**config.mk**
```make
export PLATFORM = sky130hd
export DESIGN_NAME = z16_dma_engine
export DESIGN_NICKNAME = d
export VERILOG_FILES = /design/src/rtl/z16_pkg.sv /design/src/rtl/z16_dma_rdwait.sv /design/src/rtl/z16_dma_engine.sv
export SDC_FILE = /design/constraint.sdc
export NUM_CORES = 1
export LEC_CHECK = 0
export BUFFER_PORTS_ARGS = -buffer_cell sky130_fd_sc_hd__buf_2
export CAP_MARGIN = 0
export CORE_MARGIN = 2
export CORE_UTILIZATION = 42
export CTS_CLUSTER_SIZE = 14
export DETAILED_ROUTE_END_ITERATION = 10
export PLACE_DENSITY = 0.74
export SLEW_MARGIN = 20
export SYNTH_ARGS = -nofsm -noshare
export SYNTH_HDL_FRONTEND = slang
export SYNTH_HIERARCHICAL = 1
export SYNTH_SLANG_ARGS = --single-unit
```
**constraint.sdc**
```tcl
create_clock -name i_clk -period 2.6 [get_ports i_clk]
set_input_delay 0.52 -clock i_clk [delete_from_list [all_inputs] [get_ports i_clk]]
set_output_delay 0.52 -clock i_clk [all_outputs]
set_load 0.005 [all_outputs]
```
**src/rtl/z16_pkg.sv**
```systemverilog
// Shared Z16 types for the DMA engine: word width, FSM encoding, mode values
// and the latched transfer context.
package z16_pkg;

  localparam int Z16_W = 16;
  localparam int RDW_W = 2;   // wide enough for RD_LAT 0..2

  typedef logic [Z16_W-1:0] word_t;

  typedef enum logic [2:0] {
    ST_IDLE  = 3'd0,
    ST_READ  = 3'd1,
    ST_WAIT  = 3'd2,
    ST_WRITE = 3'd3,
    ST_DONE  = 3'd4
  } state_t;

  localparam logic MODE_COPY = 1'b0;
  localparam logic MODE_FILL = 1'b1;

  typedef struct packed {
    logic  mode;
    word_t src;
    word_t dst;
    word_t cnt;
    word_t fill;
  } dma_ctx_t;

  // 16-bit address step, wraps mod 2^16
  function automatic word_t addr_inc(input word_t a, input word_t step);
    return a + step;
  endfunction

endpackage

```
**src/rtl/z16_dma_rdwait.sv**
```systemverilog
// Read-latency down-counter: raises o_cap in the cycle whose read data is valid,
// counting RD_LAT cycles from the READ cycle.
module z16_dma_rdwait
  import z16_pkg::*;
#(
  parameter int RD_LAT = 0
) (
  input  logic i_clk,
  input  logic i_rst,
  input  logic i_arm,
  input  logic i_run,
  output logic o_cap
);

  logic [RDW_W-1:0] cnt;

  always_ff @(posedge i_clk) begin
    if (i_rst)
      cnt <= '0;
    else if (i_arm)
      cnt <= RDW_W'(RD_LAT);
    else if (i_run && cnt != '0)
      cnt <= cnt - RDW_W'(1);
  end

  // With zero latency the READ cycle itself carries the data
  assign o_cap = i_arm ? (RD_LAT == 0) : (i_run && cnt == RDW_W'(1));

endmodule

```
**src/rtl/z16_dma_engine.sv**
```systemverilog
// Z16 data-memory DMA initiator: block copy and block fill driven by a start
// pulse. All outputs are registered alongside the state.
module z16_dma_engine
  import z16_pkg::*;
#(
  parameter int          RD_LAT    = 0,
  parameter logic [15:0] ADDR_STEP = 16'd1
) (
  input  logic        i_clk,
  input  logic        i_rst,
  input  logic        i_start,
  input  logic        i_mode,
  input  logic [15:0] i_src,
  input  logic [15:0] i_dst,
  input  logic [15:0] i_len,
  input  logic [15:0] i_fill,
  input  logic        i_abort,
  output logic        o_busy,
  output logic        o_done,
  output logic        o_aborted,
  output logic [15:0] o_mem_addr,
  output logic        o_mem_wen,
  output logic [15:0] o_mem_data,
  input  logic [15:0] i_mem_data
);

  state_t   state;
  dma_ctx_t ctx;
  logic     rd_cap;
  word_t    src_nxt, dst_nxt;

  assign src_nxt = addr_inc(ctx.src, ADDR_STEP);
  assign dst_nxt = addr_inc(ctx.dst, ADDR_STEP);

  z16_dma_rdwait #(.RD_LAT(RD_LAT)) u_rdwait (
    .i_clk (i_clk),
    .i_rst (i_rst),
    .i_arm (state == ST_READ),
    .i_run (state == ST_WAIT),
    .o_cap (rd_cap)
  );

  always_ff @(posedge i_clk) begin
    if (i_rst) begin
      state      <= ST_IDLE;
      ctx        <= '0;
      o_busy     <= 1'b0;
      o_done     <= 1'b0;
      o_aborted  <= 1'b0;
      o_mem_addr <= '0;
      o_mem_wen  <= 1'b0;
      o_mem_data <= '0;
    end else begin
      o_done    <= 1'b0;
      o_mem_wen <= 1'b0;
      unique case (state)
        ST_IDLE: begin
          if (i_start) begin
            ctx       <= '{mode: i_mode, src: i_src, dst: i_dst, cnt: i_len, fill: i_fill};
            o_aborted <= 1'b0;
            o_busy    <= 1'b1;
            if (i_len == '0) begin
              state  <= ST_DONE;
              o_done <= 1'b1;
            end else if (i_mode == MODE_FILL) begin
              state      <= ST_WRITE;
              o_mem_addr <= i_dst;
              o_mem_wen  <= 1'b1;
              o_mem_data <= i_fill;
            end else begin
              state      <= ST_READ;
              o_mem_addr <= i_src;
            end
          end
        end
        // Abort here drops the outstanding read; no write is issued
        ST_READ, ST_WAIT: begin
          if (i_abort) begin
            state     <= ST_DONE;
            o_done    <= 1'b1;
            o_aborted <= 1'b1;
          end else if (rd_cap) begin
            state      <= ST_WRITE;
            o_mem_addr <= ctx.dst;
            o_mem_wen  <= 1'b1;
            o_mem_data <= i_mem_data;
          end else begin
            state <= ST_WAIT;
          end
        end
        ST_WRITE: begin
          ctx.dst <= dst_nxt;
          if (ctx.mode == MODE_COPY)
            ctx.src <= src_nxt;
          ctx.cnt <= ctx.cnt - 16'd1;
          if (i_abort || ctx.cnt == 16'd1) begin
            state     <= ST_DONE;
            o_done    <= 1'b1;
            o_aborted <= i_abort;
          end else if (ctx.mode == MODE_FILL) begin
            o_mem_addr <= dst_nxt;
            o_mem_wen  <= 1'b1;
            o_mem_data <= ctx.fill;
          end else begin
            state      <= ST_READ;
            o_mem_addr <= src_nxt;
          end
        end
        ST_DONE: begin
          state  <= ST_IDLE;
          o_busy <= 1'b0;
        end
        default: state <= ST_IDLE;
      endcase
    end
  end

endmodule

```
==> flow_metrics.tcl <==
set metrics [dict create \
    num-fill-cells 1427 \
    cts_tree "done" \
    drt-pass1-iter-count 5 \
    coreArea_sq_mm 0.0145 \
    postSynth.asyncResetShare_pct 0 \
    wl_mm 19.3 \
    die_w_um 126 \
    ys_warn_count 6 \
    hold_viol_final 0 \
    drt_iter0_drc 573 \
    rsz0062_at_grt "false" \
    crit_path_start_kind "register" \
    irDropWorstVdd_mv 0.355 \
    fin_crit_ns 2.41 \
    place_area_sq_mm 0.00723 \
    synthTopCellsByArea "dfxtp_1 34%, nor2_1 6.5%, a21oi_1 5.2%" \
    setup_viol 0 \
    yosysMostFrequentCell "nor2_1" \
    worstPathRequired_ns 2.84 \
    max_stage_delay_ns 0.75 \
    holdBufCountCts 0 \
    ys_seq_elements 106 \
    timing.fmax_mhz 415 \
    grt_first_pass_wirelength_mm 30.8 \
    synth_edf_count 0 \
    clk-insertion-delay-late_ns 0.35 \
    yosysTopAreaCell "dfxtp_1" \
    wl_per_cell_um 17.4 \
    dpl.hpwl_mm 13.8 \
    h-tree-depth 3 \
    multi_input_area_sq_mm 0.00376 \
    final_cell_area_sq_mm 0.00749 \
    ys_seq_area_share_pct 34.1 \
    antenna_found_initial 0 \
    min_period_over_period_pct 92.7 \
    max_cap_viol_count 0 \
    cts_buffer_depth 2 \
    end_kind "register" \
    yosysTopAreaCellShare_pct 34.1 \
    grt_use_met3_pct 3.87 \
    via_per_inst 5.88 \
    max_slew_margin_pct 34.0 \
    grt_max_degree 52 \
    criticalPathCategory "reg -> reg" \
    p_leak_nw 3.07 \
    whs_path_depth 3 \
    met2_usage_pct 38.8 \
    seqCellArea_sq_mm 0.00212 \
    antenna_left 0 \
    numPortBuffers 120 \
    num_vias 6506 \
    synth_nets 894 \
    tns_ns 0 \
    post_cts_buffers 0 \
    slowest_stage "nor2_1" \
    synthDistinctLibCells 71 \
    drc 0 \
    clock_skew_ns 0.00637 \
    worst_pin_slew_ns 0.987 \
    num_rows 44 \
    path_max_fanout 37 \
    fin_nets 1010 \
    clk_pin_slew_ns 0.07 \
    hp-class "in -> reg" \
    grt_pass1_vias 6065 \
    die_y_um 126 \
    start_util_pct 42.8 \
    cp_data_arrival_time_ns 2.65 \
    syn_inst 803 \
    cts.sinks 106 \
    ctsRootBufferMaster "clkbuf_16" \
    ios 121 \
    cts_inserted_buffers 9 \
    gp_congestion 0.937 \
    mappedNetlistArea_sq_mm 0.00622 \
    drv_slew 0 \
    p_per_area_mw_per_mm2 614 \
    grt_use_total_pct 23.8 \
    antenna_cells 0 \
    drive_gt1_share_pct 24.4 \
    crit_top_cell "nor2_1" \
    busiest_layer "met2" \
    die_area_sq_mm 0.0158 \
    synth_flop_cell "dfxtp_1" \
    avgSynthCellArea_sq_um 7.75 \
    synthTopCellsByCount "108 x nor2_1, 106 x dfxtp_1, 84 x nand2_1" \
    gr-total-overflow 0 \
    status "finished, final reports clean" \
    crit_chain "buf_4, nand3b_2, nor2_1, nor2_1, a21oi_1, o221a_2" \
    ctsResizeCount 0 \
    grtUsageMet1_pct 31.4 \
    reg2reg_depth 6 \
    area_growth_pct 20.3 \
]
## per-stage QoR
step                      cells  setup WS (ns)  utilization [%]  power (mW)  hold slack, ns
after detailed placement   1092         0.0708             49.7        3.36           0.446
after global routing       1106         0.0207             51.5        4.86           0.417
after global placement     1092          0.102             49.7        3.33           0.438
after CTS                  1106          0.216             51.5        4.61           0.409
after floorplan             803         0.0491                -        2.82           0.433
final                      1106          0.190             51.5        4.59           0.417
## cell type report
| cell class | count | area share [%] |
|---|---|---|
| clock inverter | 3 | 0.234 |
| sequential | 106 | 28.3 |
| tap | 184 | 3.07 |
| clock buffer | 11 | 3.24 |
| inverter | 15 | 0.752 |
| multi-input combinational | 615 | 50.3 |
| timing repair buffer | 172 | 14.1 |
## cell usage in the layout, fill, tap and decap left out, types with 6 or more instances in the layout
cell type | Yosys | layout
a22oi_1 | 19 | 19
inv_1 | 15 | 15
a31oi_1 | 8 | 8
xor2_1 | 7 | 7
buf_2 | 10 | 119
nor3_1 | 37 | 37
buf_4 | 1 | 48
a222oi_1 | 9 | 9
clkbuf_16 | 0 | 9
a2111oi_0 | 6 | 6
a311oi_1 | 7 | 7
mux2i_1 | 30 | 30
mux2_2 | 19 | 19
ha_1 | 6 | 6
nor2_1 | 108 | 108
a211oi_1 | 14 | 14
xnor2_1 | 15 | 15
dfxtp_1 | 106 | 106
or4_1 | 8 | 8
nand2_1 | 84 | 84
a21oi_1 | 65 | 65
a221oi_1 | 11 | 11
nor4_1 | 10 | 10
o21ai_0 | 47 | 47
o211ai_1 | 6 | 6
nand3_1 | 27 | 27
## power by group
group          leakage [nW]  switching, mW  internal, mW  total, mW
registers             0.871          0.153          1.81       1.96
clock network         0.127          0.595         0.663       1.26
logic                  2.07          0.768         0.610       1.38
## cell families (layout without fill, tap and decap cells)
kind of cell	Yosys count	after routing	synth area share [%]
buf+inv	82	201	5.61
xor+xnor	22	22	3.10
compound gates	221	221	23.7
flops	106	106	34.1
mux	49	49	8.26
fa+ha+maj	8	8	1.53
simple gates	315	315	23.8
## worst max-delay path: cells and delay by family, from the launching register on
family / cells / cell delay, ns
compound gates: 2 / 0.36
buf+inv: 1 / 0.37
flops: 1 / 0.37
simple gates: 3 / 1.20
## per-layer routing
metal / wire (um) / part of all wire [%] / vias to the layer above
met5: 0 / 0 / -
met4: 544 / 2.8 / 0
met3: 1430 / 7.4 / 45
met2: 8830 / 46 / 282
met1: 8450 / 44 / 3016
li1: - / - / 3163
## flip-flops by register name (all words and copies together), names as in the netlist
signal	flops
ctx	65
o_aborted	1
o_busy	1
o_done	1
o_mem_addr	16
o_mem_data	16
o_mem_wen	1
state	3
u_rdwait/cnt	2
## worst paths after layout
check                                from  endpoint  slack (ns)
worst max-delay path             state[2]   ctx[62]        0.19
worst min-delay path            i_fill[8]    ctx[8]        0.42
worst max register to register   state[2]   ctx[62]        0.19
worst min register to register     ctx[7]    ctx[7]        0.45
No activity file was read; power rests on OpenSTA's default activity.
